==> src/rtl/rom_port_arbiter_pkg.sv <==
// Shared LSU definitions: port ids, FSM states and response tags
// for the ROM port arbiter and later RAM port sharing.
package rom_port_arbiter_pkg;

  localparam logic [15:0] ROM_BASE_DEF = 16'h8000;

  localparam logic PORT_F = 1'b0;
  localparam logic PORT_L = 1'b1;

  typedef enum logic {
    IDLE  = 1'b0,
    BURST = 1'b1
  } state_t;

  localparam int TAG_W = 3;

  typedef struct packed {
    logic valid;
    logic owner;
    logic err;
  } tag_t;

  function automatic logic in_win(
    input logic [15:0] a,
    input logic [15:0] base
  );
    return a >= base;
  endfunction

endpackage

==> src/rtl/rom_port_arbiter_rr.sv <==
// Two-request round-robin grant; the priority pointer flips
// to the other port whenever a grant is accepted.
import rom_port_arbiter_pkg::*;

module rr_arbiter2 (
  input  logic       i_clk,
  input  logic       i_rst,
  input  logic [1:0] i_req,
  input  logic       i_en,
  output logic [1:0] o_gnt
);

  // Port that wins a tie; fetch first out of reset.
  logic r_prio;

  assign o_gnt[0] = i_en & i_req[0]
                  & (~i_req[1] | (r_prio == PORT_F));
  assign o_gnt[1] = i_en & i_req[1]
                  & (~i_req[0] | (r_prio == PORT_L));

  always_ff @(posedge i_clk) begin
    if (i_rst) begin
      r_prio <= PORT_F;
    end else if (|o_gnt) begin
      r_prio <= o_gnt[0];
    end
  end

endmodule

==> src/rtl/rom_port_arbiter.sv <==
// Shares the LSU ROM read port between fetch and load with
// round-robin grants, short bursts and fixed-latency returns.
import rom_port_arbiter_pkg::*;

module rom_port_arbiter #(
  parameter logic [15:0] ROM_BASE = ROM_BASE_DEF,
  parameter int          ROM_LAT  = 1
) (
  input  logic        clk,
  input  logic        rst,
  input  logic        f_valid,
  output logic        f_ready,
  input  logic [15:0] f_addr,
  input  logic [1:0]  f_len,
  input  logic        l_valid,
  output logic        l_ready,
  input  logic [15:0] l_addr,
  input  logic [1:0]  l_len,
  output logic        f_rsp_valid,
  output logic [31:0] f_rsp_data,
  output logic        f_rsp_err,
  output logic        l_rsp_valid,
  output logic [31:0] l_rsp_data,
  output logic        l_rsp_err,
  output logic [15:0] rom_a,
  output logic        rom_re,
  input  logic [7:0]  rom_q0,
  input  logic [7:0]  rom_q1,
  input  logic [7:0]  rom_q2,
  input  logic [7:0]  rom_q3
);

  state_t      r_state;
  state_t      w_next;
  logic [1:0]  w_gnt;
  logic        w_hs;
  logic        w_issue;
  logic [15:0] w_iaddr;
  logic        w_iowner;
  logic        w_inwin;
  logic [1:0]  w_ilen;
  tag_t        w_tag0;
  tag_t        w_tout;

  logic [15:0] r_addr;
  logic [1:0]  r_cnt;
  logic        r_owner;
  logic [15:0] r_rom_a;
  logic        r_rom_re;
  tag_t        r_tag [ROM_LAT+1];
  logic        r_rsp_valid;
  logic        r_rsp_owner;
  logic        r_rsp_err;
  logic [31:0] r_rsp_data;

  rr_arbiter2 u_arb (
    .i_clk (clk),
    .i_rst (rst),
    .i_req ({l_valid, f_valid}),
    .i_en  (r_state == IDLE),
    .o_gnt (w_gnt)
  );

  assign w_hs    = |w_gnt;
  assign f_ready = w_gnt[0];
  assign l_ready = w_gnt[1];
  assign w_ilen  = w_gnt[1] ? l_len : f_len;

  always_ff @(posedge clk) begin
    if (rst) begin
      r_state <= IDLE;
    end else begin
      r_state <= w_next;
    end
  end

  always_comb begin
    w_next   = r_state;
    w_issue  = 1'b0;
    w_iaddr  = r_addr;
    w_iowner = r_owner;
    unique case (r_state)
      IDLE: begin
        if (w_hs) begin
          w_issue  = 1'b1;
          w_iowner = w_gnt[1];
          w_iaddr  = w_gnt[1] ? l_addr : f_addr;
          if (w_ilen != 2'd0) begin
            w_next = BURST;
          end
        end
      end
      BURST: begin
        w_issue = 1'b1;
        if (r_cnt == 2'd1) begin
          w_next = IDLE;
        end
      end
    endcase
  end

  assign w_inwin = in_win(w_iaddr, ROM_BASE);

  // Out-of-window beats never touch the ROM pins.
  always_ff @(posedge clk) begin
    if (rst) begin
      r_addr   <= '0;
      r_cnt    <= '0;
      r_owner  <= PORT_F;
      r_rom_a  <= '0;
      r_rom_re <= 1'b0;
    end else begin
      r_rom_re <= w_issue & w_inwin;
      if (w_issue & w_inwin) begin
        r_rom_a <= w_iaddr;
      end
      if (r_state == IDLE && w_hs) begin
        r_addr  <= w_iaddr + 16'd4;
        r_cnt   <= w_ilen;
        r_owner <= w_iowner;
      end else if (r_state == BURST) begin
        r_addr <= r_addr + 16'd4;
        r_cnt  <= r_cnt - 2'd1;
      end
    end
  end

  assign rom_a  = r_rom_a;
  assign rom_re = r_rom_re;

  assign w_tag0 = {w_issue, w_iowner, ~w_inwin};
  assign w_tout = r_tag[ROM_LAT];

  always_ff @(posedge clk) begin
    if (rst) begin
      for (int i = 0; i <= ROM_LAT; i++) begin
        r_tag[i] <= '0;
      end
    end else begin
      r_tag[0] <= w_tag0;
      for (int i = 1; i <= ROM_LAT; i++) begin
        r_tag[i] <= r_tag[i-1];
      end
    end
  end

  always_ff @(posedge clk) begin
    if (rst) begin
      r_rsp_valid <= 1'b0;
      r_rsp_owner <= PORT_F;
      r_rsp_err   <= 1'b0;
      r_rsp_data  <= '0;
    end else begin
      r_rsp_valid <= w_tout.valid;
      r_rsp_owner <= w_tout.owner;
      r_rsp_err   <= w_tout.valid & w_tout.err;
      r_rsp_data  <= (w_tout.valid & ~w_tout.err)
                   ? {rom_q3, rom_q2, rom_q1, rom_q0}
                   : '0;
    end
  end

  assign f_rsp_valid = r_rsp_valid & (r_rsp_owner == PORT_F);
  assign l_rsp_valid = r_rsp_valid & (r_rsp_owner == PORT_L);
  assign f_rsp_err   = r_rsp_err & (r_rsp_owner == PORT_F);
  assign l_rsp_err   = r_rsp_err & (r_rsp_owner == PORT_L);
  assign f_rsp_data  = (r_rsp_owner == PORT_F) ? r_rsp_data : '0;
  assign l_rsp_data  = (r_rsp_owner == PORT_L) ? r_rsp_data : '0;

endmodule

==> config.mk <==
export PLATFORM = sky130hd
export DESIGN_NAME = rom_port_arbiter
export DESIGN_NICKNAME = d
export VERILOG_FILES = /design/src/rtl/rom_port_arbiter_pkg.sv /design/src/rtl/rom_port_arbiter_rr.sv /design/src/rtl/rom_port_arbiter.sv
export SDC_FILE = /design/constraint.sdc
export NUM_CORES = 1
export LEC_CHECK = 0
export CAP_MARGIN = 30
export CORE_UTILIZATION = 27
export DETAILED_ROUTE_END_ITERATION = 6
export SETUP_SLACK_MARGIN = 0.1
export SLEW_MARGIN = 10
export SYNTH_ARGS = -nofsm -noshare
export SYNTH_HDL_FRONTEND = slang
export SYNTH_SLANG_ARGS = --single-unit
==> constraint.sdc <==
create_clock -name clk -period 2.8 [get_ports clk]
set_clock_uncertainty 0.2 [all_clocks]
set_input_delay 0.7 -clock clk [delete_from_list [all_inputs] [get_ports clk]]
set_output_delay 0.7 -clock clk [all_outputs]
set_load 0.005 [all_outputs]
# Yosys cells after proc, flatten, opt, wreduce, memory -nomap -nowiden
# Memories as Yosys holds them, arrays and structs flattened.
# Cells that the tools add are included.
dict set report totals {
  regBits 73
  mem_bits_rw 6
  in_bits 72
  output_inout_bits 87
  wordCells 68
  memories 1
}
# name words width rd rd_ports_with_merged_regs wr line
set mem_list {}
lappend mem_list {r_tag 2 3 2 0 2 rom_port_arbiter.sv:50} ;# tag_t r_tag [ROM_LAT+1];
dict set report classes {
  addsub 3
  magnitude_cmp 1
  eq_ne 1
  muxes 23
  n_bitwise 23
  n_reduce_logical 5
}
# op count
set ops {}
lappend ops {{two-way mux 16 bit} 5}
lappend ops {{two-way mux 32 bit} 2}
lappend ops {{adder 16 x 3 -> 16 bit (second input constant)} 2}
lappend ops {{greater-or-equal comparator 16 bit (second input constant)} 1}
lappend ops {{AND 1 bit} 11}
lappend ops {{two-way mux 1 bit} 9}
lappend ops {{NOT 1 bit} 8}
lappend ops {{two-way mux 2 bit} 3}
lappend ops {{two-way mux 3 bit} 2}
lappend ops {{OR 1 bit} 4}
lappend ops {{one-hot mux 1 bit (2 select lines)} 2}
lappend ops {{nonzero test 2 bit} 2}
lappend ops {{OR reduction 2 bit} 2}
lappend ops {{equality test 2 x 1 -> 1 bit (second input constant)} 1}
lappend ops {{subtractor 2 x 1 -> 2 bit (second input constant)} 1}
lappend ops {{logical AND 1 bit} 1}

# Longest topological paths before layout
# Gate-level depths: netlist of run 1.
dict set report depth {
  ltp_word 9
  mapped_depth 10
}

# By module
# Synthesis of run 1 repeated with hierarchy kept, for this count alone.
dict set report hier_totals {
  cells_unflattened 415
  area_unflattened_um2 3651.0
}
# mod instances cells_per_inst area_each_um2
set by_module_without_submodules {}
lappend by_module_without_submodules {rom_port_arbiter 1 407 3595.9}
lappend by_module_without_submodules {rr_arbiter2 1 8 55.1}

# Worst setup path after synthesis of run 1
# No wires, ideal clock.
dict set report synth_path {
  kind {input port to flip-flop}
  start {input port l_valid}
  end {register r_addr[14]}
  setup_ns 0.091
  arrival_ns 2.591
  required_time_ns 2.509
  slack_ns -0.082
  stages 10
  path_cell_list {o21ba_1 -> buf_6 -> buf_4 -> clkbuf_1 -> nor2_1 -> a21oi_1 -> ha_1 -> nand3_1 -> or4_1 -> a311oi_1}
}
dict set report synth_between {
  elab_chain_cells 8
  word_cells_on_any_way 13
}
# element line
set synth_lines {}
lappend synth_lines {{start: declaration} rom_port_arbiter.sv:15} ;# input logic l_valid,
lappend synth_lines {{NOT 1 bit} rom_port_arbiter_rr.sv:17} ;# & (~i_req[1] | (r_prio == PORT_F));
lappend synth_lines {{OR 1 bit} rom_port_arbiter_rr.sv:17}
lappend synth_lines {{AND 1 bit} rom_port_arbiter_rr.sv:17}
lappend synth_lines {{OR reduction 2 bit} rom_port_arbiter.sv:64} ;# assign w_hs = |w_gnt;
lappend synth_lines {{two-way mux 16 bit} rom_port_arbiter.sv:84} ;# if (w_hs) begin
lappend synth_lines {{two-way mux 16 bit} rom_port_arbiter.sv:82} ;# unique case (r_state)
lappend synth_lines {{adder 16 x 3 -> 16 bit} rom_port_arbiter.sv:118} ;# r_addr <= w_iaddr + 16'd4;
lappend synth_lines {{two-way mux 16 bit} rom_port_arbiter.sv:117} ;# if (r_state == IDLE && w_hs) begin
lappend synth_lines {{end signal: assignment} rom_port_arbiter.sv:118}
lappend synth_lines {{end signal: assignment} rom_port_arbiter.sv:122} ;# r_addr <= r_addr + 16'd4;
lappend synth_lines {{end: declaration} rom_port_arbiter.sv:45} ;# logic [15:0] r_addr;
# Several ways; a longest one is shown, not always the timed one.
# A chain may end at the register's enable or synchronous reset.

# Worst setup path after layout of run 1
dict set report layout_path {
  start {input port f_valid}
  end {register r_addr[12]}
}
dict set report layout_between {
  elab_chain_cells 8
  word_cells_on_any_way 13
}
# element line
set layout_lines {}
lappend layout_lines {{start: declaration} rom_port_arbiter.sv:11} ;# input logic f_valid,
lappend layout_lines {{NOT 1 bit} rom_port_arbiter_rr.sv:19} ;# & (~i_req[0] | (r_prio == PORT_L));
lappend layout_lines {{OR 1 bit} rom_port_arbiter_rr.sv:19}
lappend layout_lines {{AND 1 bit} rom_port_arbiter_rr.sv:19}
lappend layout_lines {{two-way mux 16 bit or OR reduction 2 bit (tied branches)} {rom_port_arbiter.sv:87, rom_port_arbiter.sv:64}}
lappend layout_lines {{two-way mux 16 bit} rom_port_arbiter.sv:84}
lappend layout_lines {{two-way mux 16 bit} rom_port_arbiter.sv:82}
lappend layout_lines {{adder 16 x 3 -> 16 bit} rom_port_arbiter.sv:118}
lappend layout_lines {{two-way mux 16 bit} rom_port_arbiter.sv:117}
# Several ways; a longest one is shown, not always the timed one.

==> metrics, run 1 <==
Final ANT Viol Nets 0; Area contributors post-synth dfxtp_1 (42%), and2_1 (11%), nor2b_1 (7.0%); post-synthesis instance total ~440; Iter 0 DRT Violations 211; final setup margin between 150 and 200 ps; routed vias 3764; most frequent cell after synthesis dfxtp_1; first-pass GRT wire length between 15 and 20 mm; fillers 1265; max-slew violation count 0; Levels on crit path 10; DP Area 5870 um^2; asr flop ratio synth 0%; fin nets 718; DRT Pass-1 Iters 6; WP data required approximately 2800 ps; Slowest cell on crit path or4_1; Cell Chain, Critical Path dlygate4sd2_1, buf_6, a21bo_4, nor3_1, a31oi_2, o21a_1, ha_1, nand2_1, or4_1, a311oi_1; cell row count 42; setup slack after placement -477 ps; root buffer cell clkbuf_16; Area Growth Syn to Fin 67.4%; share of layout cells above drive strength 1 17.1%; Placeable Area between 10000 and 15000 um^2; status completed; Synth area leader dfxtp_1; Crit path max-delay family compound AO/OA/AOI/OAI gates; CTS max path bufs 2; Slew @ Worst Pin between 400 and 500 ps; top_reg_cell synth dfxtp_1; worst vdd ir 0.262 mV; YS warnings 0; critical path endpoint category flop; Commonest cells post-synth dfxtp_1 (79), and2_1 (68), nor2b_1 (42); min cycle time layout 2630 ps; clock latency on the worst-skew pair 330 ps; CTS Buf Count 9; Post-DP HPWL 8.59 mm; Mapped Area 3760 um^2; Die Height 120 um; relative slew slack 67.5%; clk sinks between 70 and 80; upper clock frequency limit around 0.38 GHz; Initial Util 28.1%; via density per instance 4.57; CP max stage delay 390 ps; Synth cell types 43; Hold Vio Cnt, Final 0; RSZ-0062 raised after global routing yes; Storage cell area 1590 um^2; largest net degree at the start of global routing 45; footprint of the multi-input gates 2070 um^2; Port Buffers about 160; WL/cell 13.5 um; FF-to-FF path depth 8; maximum fanout along the worst path 4; Hold Crit Depth 1; Post-synth EDFFs 0; initial antenna violation count 0; final setup vio count 0; drc violations 0; clock slew at reported path FFs 60 ps; Placer Congestion 0.900; CTS tree done; die area 14400 um^2; die width between 100 and 150 um; final worst path period share 94.0%; arrival time worst endpoint 2670 ps; drt total wl 11.1 mm; H-tree depth 3; max-cap viol count 0; Final Cell Area 6300 um^2; Mean Syn Cell Area about 8.6 um^2; area share of the largest cell type after synthesis 42.0%; vias in the first global route roughly 3600; Ports roughly 160; Hold WC Path Type flop to flop; Crit path buffers/inverters 2; Worst setup SP type input pin; Post-Synthesis Net Count 511; # diodes 0; FF+latch count, synth ~80; total track usage roughly 16%; Seq/Total Area, Yosys 42.0%; global route overflow 0; WS Path Type input pin to flop; Pwr per Cell Area 537 nW/um^2; P_leak between 2 and 3 nW
final timing paths:
kind	start	to	slack, ps
setup / recovery	f_valid	r_addr[12]	170
hold / removal	r_tag[0][0]	r_tag[0][3]	230
setup reg to reg	r_state	r_addr[12]	290
hold reg to reg	r_tag[0][0]	r_tag[0][3]	230
sequential cells by signal, summed over array words and instances, names as in the netlist:
| signal | cells |
|---|---|
| r_owner | 1 |
| r_tag | 6 |
| r_addr | 16 |
| rom_re | 1 |
| u_arb.r_prio | 1 |
| r_rsp_err | 1 |
| r_rsp_valid | 1 |
| r_rsp_data | 32 |
| rom_a | 16 |
| r_state | 1 |
| r_cnt | 2 |
| r_rsp_owner | 1 |
final cells by class:
type | instances | area share [%]
clock buffers | 10 | 3.79
clock inverters | 6 | 0.715
inverters | 4 | 0.238
multi-input cells | 322 | 32.9
flip-flops and latches | 79 | 25.2
well taps | 176 | 3.50
repair buffers | 227 | 33.7
where the power goes:
| part | switching (mW) | leakage (nW) | internal (mW) |
|---|---|---|---|
| Sequential | 0.0684 | 0.648 | 1.23 |
| Clock | 0.469 | 0.131 | 0.627 |
| Combinational | 0.446 | 1.72 | 0.540 |
timing repair:
item	4_1_cts	5_1_grt
gates resized for setup	13	8
hold buffers	0	0
setup endpoints to repair	12	20
pin swaps	1	3
setup buffers	5	6
worst reg2reg max path, stage by stage (launching register included):
cell and delay [ps]:
dfxtp_1 460, and2b_2 270, buf_4 160, buf_4 150, nand3_1 120, a31oi_4 120
buf_4 160, or4_1 500, a311oi_1 260
cell families after synthesis:
group / count (synthesis) / synth area share [%]
AOI/OAI and AO/OA: 80 / 15.9
buffers and inverters: 35 / 4.79
DFF: 79 / 42.0
and+or+nand+nor: 224 / 32.5
adders and majority gates: 3 / 0.997
xor gates and xnor gates: 6 / 1.40
muxes: 9 / 2.39
cells in the final DEF (no fill, tap or decap), types with 3 or more instances in the layout:
cell and instances:
a31oi_1 4, mux2i_1 9, nand3_2 3, a31oi_4 4, nand3_1 27, nand2_1 26, or4_1 5, or3_1 4
a21oi_2 3, xor2_1 5, inv_1 4, and2_1 68, dfxtp_1 78, nand4_1 6, a21oi_1 18, nor2b_1 42
clkinvlp_4 3, clkdlybuf4s50_1 154, nor2_1 36, o21ai_0 15, clkbuf_16 9, o31ai_1 4, a31oi_2 5, a311oi_1 7
a211oi_1 8, buf_4 66
routing by layer:
layer,up-vias,global-route usage (%),routed length [um]
li1,1913,-,-
met1,1685,20.4,5130
met2,154,25.6,5010
met3,12,3.18,811
met4,0,5.47,127
met5,-,0,0
through the flow:
stage | TNS [ps] | instances | power [mW] | hold slack, ps | utilization, %
global route | 0 | 824 | 3.59 | 264 | 47.0
global placement | -5780 | 797 | 2.24 | 216 | 43.8
floorplan | 0 | 436 | 1.78 | 214 | -
finish | 0 | 824 | 3.38 | 233 | 47.0
CTS | 0 | 818 | 3.39 | 236 | 46.4
detailed placement | -7350 | 797 | 2.26 | 222 | 43.8
No activity file was read; power rests on OpenSTA's default activity.
==> run 2, diff against run 1 <==
- clock period: 2.8 -> 3 ns (I/O delays scaled with it)
==> metrics, run 2 (synthesis gave the netlist of run 1 again) <==
status completed (unchanged); met2 Use GR 24.5% (was 25.6%); Logic pwr share 26.6% (was 29.2%); Hold Crit Depth 1 (unchanged); Hold WC Path Type flop to flop (unchanged); Placeable Area 13400 um^2 (unchanged); Crit Reg-Reg Endpoint r_addr[14] (was r_addr[12]); clock latency on the worst-skew pair 330 ps (about the same); Top Usage Layer GRT met2 (unchanged); Clk pwr share 36.1% (was 32.4%); dpl cells 791 (was 797); FF-to-FF path depth 8 (unchanged); Final ANT Viol Nets 0 (unchanged); WP data required 2050 ps (was 2840 ps); Post-DP HPWL 8.41 mm (was 8.59 mm); max-cap viol count 0 (unchanged); Reg power frac 37.3% (was 38.4%); clk sinks 79 (unchanged); worst reg-to-reg setup slack 510 ps (was 290 ps); final setup vio count 0 (unchanged); first-pass GRT wire length 17.1 mm (was 17.9 mm); Area Growth Syn to Fin 64.4% (was 67.4%); DRT Pass-1 Iters 4 (was 6); routing usage on met1 19.8% (was 20.4%); Endpoint, Worst Hold r_tag[0][3] (unchanged); Ports 159 (unchanged); final worst path period share between 90 and 100%; largest net degree at the start of global routing 45 (unchanged); RSZ-0062 raised after global routing no (was yes); root buffer cell clkbuf_16 (unchanged); Util after Layout 46.2% (was 47.0%); H-tree depth 3 (unchanged); relative slew slack 69.6% (was 67.5%); Hold WS 234 ps (was 233 ps); Iter 0 DRT Violations 132 (was 211); min cycle time layout 2830 ps; initial antenna violation count 0 (unchanged); Pint 2.37 mW (was 2.40 mW); P_leak 2.44 nW (was 2.50 nW); drc violations 0 (unchanged); global route overflow 0 (unchanged); die width 120 um (unchanged); drt total wl 10.7 mm (was 11.1 mm); Hold Startpoint r_tag[0][0] (unchanged); WS Path Type input pin to output port (was input pin to flop); fin cells 808 (was 824); max-slew violation count 0 (unchanged); cell row count 42 (unchanged); Placer Congestion 0.894 (was 0.900); Slew @ Worst Pin 455 ps (was 488 ps); CTS tree done (unchanged); Die Height 120 um (unchanged); Worst setup SP type input pin (unchanged); commonest cells after routing, fill and taps aside clkdlybuf4s50_1 (156), dfxtp_1 (78), and2_1 (68), buf_4 (48), nor2b_1 (42) (was clkdlybuf4s50_1 (154), dfxtp_1 (78), and2_1 (68), buf_4 (66), nor2b_1 (42)); Psw 0.883 mW (was 0.983 mW); Port Buffers 158 (unchanged); RR Startpoint r_state (unchanged); Pwr per Cell Area 525 nW/um^2 (was 537 nW/um^2); Hold Vio Cnt, Final 0 (unchanged); total track usage 15.0% (was 15.7%); critical path endpoint category output port (was flop); Largest register FFs 32 (unchanged); setup_tns 0 ps (unchanged); Slowest cell on crit path clkdlybuf4s50_1 (was or4_1); grt met3 use 3.18% (unchanged); Initial Util 28.1% (unchanged); CTS Buf Count 9 (unchanged); arrival time worst endpoint 1880 ps (was 2670 ps); share of layout cells above drive strength 1 13.6% (was 17.1%); Cell Chain, Critical Path dlygate4sd2_1, a21bo_2, nor2_2, clkdlybuf4s50_1 (was dlygate4sd2_1, buf_6, a21bo_4, nor3_1, a31oi_2, o21a_1, ha_1, nand2_1, or4_1, a311oi_1); CP startpoint l_valid (was f_valid); worst vdd ir 0.249 mV (was 0.262 mV); routed vias 3685 (was 3764); CTS max path bufs 2 (unchanged); die area 14400 um^2 (unchanged); clock slew at reported path FFs 60 ps (about the same); fin nets 702 (was 718); # diodes 0 (unchanged); CP max stage delay 510 ps (was 390 ps); Sw Share 27.2% (was 29.1%); maximum fanout along the worst path 5 (was 4); WL/cell 13.2 um (was 13.5 um); Total Power 3.25 mW (was 3.38 mW); Biggest register r_rsp_data (unchanged); vias in the first global route 3424 (was 3626); upper clock frequency limit 0.353 GHz; hold buffers post-CTS 0 (unchanged); commonest non-fill, non-tap cell in the layout clkdlybuf4s50_1 (unchanged); via density per instance 4.56 (was 4.57)
run 2: cell count changes in the layout (fill, tap and decap cells not counted), sizes merged, moves of 2 or more:
cell	change
bufinv	+2
buf	-16
clkinvlp	-2
clkdlybuf4s50	+2
run 2: layout make-up:
class,count,area (um^2)
clock inverters,5,81.3
inverters,4,15.0
flip-flops and latches,79,1580
multi-input cells,322,2010
clock buffers,11,243
well taps,176,220
fillers,1285,7210
repair buffers,211,2040
run 2: critical path: cells and delay by family:
family	cells	cell delay, ps
buffers and inverters	2	780
AOI/OAI and AO/OA	1	240
and+or+nand+nor	1	110
run 2: how the worst max path moves through the flow:
stage | cells past startpoint | end | slack [ps]
floorplan | 10 | r_addr[14] | 170
global placement | 8 | r_addr[14] | -220
detailed placement | 9 | r_addr[14] | -340
CTS | 4 | f_ready | 120
global route | 4 | f_ready | 100
finish | 4 | f_ready | 170
run 2: timing repair:
| item | 4_1_cts | 5_1_grt |
|---|---|---|
| setup buffers | 1 | 0 |
| pin swaps | 1 | 0 |
| endpoints found under the setup margin | 7 | 4 |
| resized for setup | 4 | 3 |
run 2: power by group through the flow:
stage	Sequential [mW]	Combinational [mW]	Clock [mW]
detailed placement	1.23	0.862	0
CTS	1.21	0.869	1.21
floorplan	1.22	0.439	0
finish	1.21	0.864	1.17
global placement	1.23	0.851	0
global route	1.22	0.950	1.25
run 2: stage by stage:
step                      instance area, um^2  setup slack, ps
after floorplan                          3760              167
after global placement                   5850             -218
after detailed placement                 5850             -340
after CTS                                6190              124
after global routing                     6190              102
final                                    6190              171
run 2: layer usage:
| metal | share of wire [%] | wire length [um] | vias up |
|---|---|---|---|
| met5 | 0 | 0 | - |
| met4 | 0.75 | 80 | 0 |
| met3 | 5.6 | 594 | 6 |
| met2 | 46 | 4870 | 127 |
| met1 | 48 | 5150 | 1684 |
| li1 | - | - | 1868 |
==> run 3, diff against run 2 <==
- CORE_UTILIZATION: 27 -> 30
==> metrics, run 3 (synthesis gave the netlist of run 1 again) <==
status completed (unchanged); Reg power frac 38.2% (was 37.3%); die area 13000 um^2 (was 14400 um^2); root buffer cell clkbuf_16 (unchanged); final setup margin 151 ps (was 171 ps); FF-to-FF path depth 7 (was 8); Psw 0.881 mW (was 0.883 mW); Clk pwr share 34.2% (was 36.1%); via density per instance 4.59 (was 4.56); upper clock frequency limit 0.351 GHz (was 0.353 GHz); Hold Vio Cnt, Final 0 (unchanged); largest net degree at the start of global routing 45 (unchanged); Iter 0 DRT Violations 137 (was 132); RR Startpoint r_state (unchanged); initial antenna violation count 0 (unchanged); dpl cells 787 (was 791); Placeable Area 12100 um^2 (was 13400 um^2); Post-DP HPWL 8.40 mm (was 8.41 mm); Sw Share 27.8% (was 27.2%); DRT Pass-1 Iters 4 (unchanged); Initial Util 31.1% (was 28.1%); CTS Buf Count 9 (unchanged); Pwr per Cell Area 513 nW/um^2 (was 525 nW/um^2); routed vias 3706 (was 3685); RSZ-0062 raised after global routing no (unchanged); CP startpoint f_valid (was l_valid); CTS tree done (unchanged); H-tree depth 3 (unchanged); Ports 159 (unchanged); max-cap viol count 0 (unchanged); relative slew slack 65.6% (was 69.6%); clock latency on the worst-skew pair 330 ps (about the same); Util after Layout 51.0% (was 46.2%); setup slack after placement -286 ps (was -340 ps); WS Path Type input pin to output port (unchanged); Die Height 114 um (was 120 um); worst vdd ir 0.280 mV (was 0.249 mV); Worst setup SP type input pin (unchanged); vias in the first global route 3471 (was 3424); CTS max path bufs 2 (unchanged); die width 114 um (was 120 um); commonest non-fill, non-tap cell in the layout clkdlybuf4s50_1 (unchanged); WL/cell 13.4 um (was 13.2 um); fin cells 807 (was 808); Crit Reg-Reg Endpoint r_addr[13] (was r_addr[14]); final worst path period share 95.0% (was 94.3%); first-pass GRT wire length 17.1 mm (about the same); fin nets 709 (was 702); worst reg-to-reg setup slack 580 ps (was 510 ps); Final ANT Viol Nets 0 (unchanged); Port Buffers 158 (unchanged); total track usage 16.5% (was 15.0%); maximum fanout along the worst path 5 (unchanged); commonest cells after routing, fill and taps aside clkdlybuf4s50_1 (155), dfxtp_1 (78), and2_1 (68), buf_4 (59), nor2b_1 (42) (was clkdlybuf4s50_1 (156), dfxtp_1 (78), and2_1 (68), buf_4 (48), nor2b_1 (42)); max-slew violation count 0 (unchanged); global route overflow 0 (unchanged); Logic pwr share 27.6% (was 26.6%); final setup vio count 0 (unchanged); drc violations 0 (unchanged); Slew @ Worst Pin 514 ps (was 455 ps); Biggest register r_rsp_data (unchanged); Hold WS 236 ps (was 234 ps); drt total wl 10.8 mm (was 10.7 mm); P_leak 2.45 nW (was 2.44 nW); Largest register FFs 32 (unchanged); Placer Congestion 0.887 (was 0.894); clock slew at reported path FFs 60 ps (about the same); share of layout cells above drive strength 1 14.9% (was 13.6%); WP data required 2050 ps (about the same); worst setup path endpoint l_ready (was f_ready); critical path endpoint category output port (unchanged); clk sinks 79 (unchanged); # diodes 0 (unchanged); cell row count 40 (was 42); Pint 2.28 mW (was 2.37 mW); min cycle time layout 2850 ps (was 2830 ps); arrival time worst endpoint 1900 ps (was 1880 ps); Area Growth Syn to Fin 64.0% (was 64.4%); Hold WC Path Type flop to flop (unchanged)
## run 3: changes by cell type in the layout (fill, tap and decap cells not counted), moves of 2 or more
cell / delta
buf_4: +11
buf_12: -4
a31oi_1: -2
a31oi_2: +2
clkinv_2: +2
dlygate4sd2_1: +2
## run 3: power by group through the flow
stage / combinational, mW / clock, mW / sequential, mW
after global placement: 0.842 / 0 / 1.23
final: 0.873 / 1.08 / 1.21
after detailed placement: 0.858 / 0 / 1.23
after floorplan: 0.439 / 0 / 1.22
after global routing: 0.957 / 1.16 / 1.22
after CTS: 0.874 / 1.11 / 1.21
## run 3: routing by layer
layer / vias to the layer above / global-route usage [%] / routed length, um
li1: 1883 / - / -
met1: 1669 / 22.0 / 5090
met2: 147 / 26.8 / 4860
met3: 7 / 3.03 / 764
met4: 0 / 5.54 / 66
met5: - / 0 / 0
## run 3: worst max-delay path: stages
cell             delay, ps
dlygate4sd2_1          270
nand2b_1               140
buf_4                  120
nand2_1                 60
inv_1                   70
clkdlybuf4s50_1        490
## run 3: cell type report
type,instances,area [um^2]
fillers,1192,5940
repair buffers,218,2040
multi-input cells,322,2020
flip-flops and latches,79,1590
clock buffers,10,239
well taps,168,210
clock inverters,6,60.1
inverters,4,15.0
## run 3: what timing repair did
item,CTS,global route
resized for setup,8,1
setup endpoints to repair,9,2
hold buffers,0,0
buffers inserted,3,1
pin swaps,2,0
## run 3: metrics by stage
step / area, um^2 / power, mW / setup TNS, ps
2_1_floorplan: 3760 / 1.65 / 0
3_3_place_gp: 5820 / 2.07 / -1870
3_5_place_dp: 5820 / 2.09 / -2630
4_1_cts: 6160 / 3.20 / 0
5_1_grt: 6170 / 3.34 / 0
6_report: 6170 / 3.16 / 0
## run 3: how the worst min path moves through the flow
| stage | start | end | slack, ps | cells after the start |
|---|---|---|---|---|
| floorplan | r_tag[0][4] | r_rsp_owner | 210 | 1 |
| global placement | r_tag[0][4] | r_rsp_owner | 220 | 1 |
| detailed placement | r_tag[0][4] | r_rsp_owner | 220 | 1 |
| CTS | r_tag[0][2] | r_tag[0][5] | 240 | 1 |
| global route | r_tag[0][1] | r_tag[0][4] | 260 | 1 |
| finish | r_tag[0][1] | r_tag[0][4] | 240 | 1 |
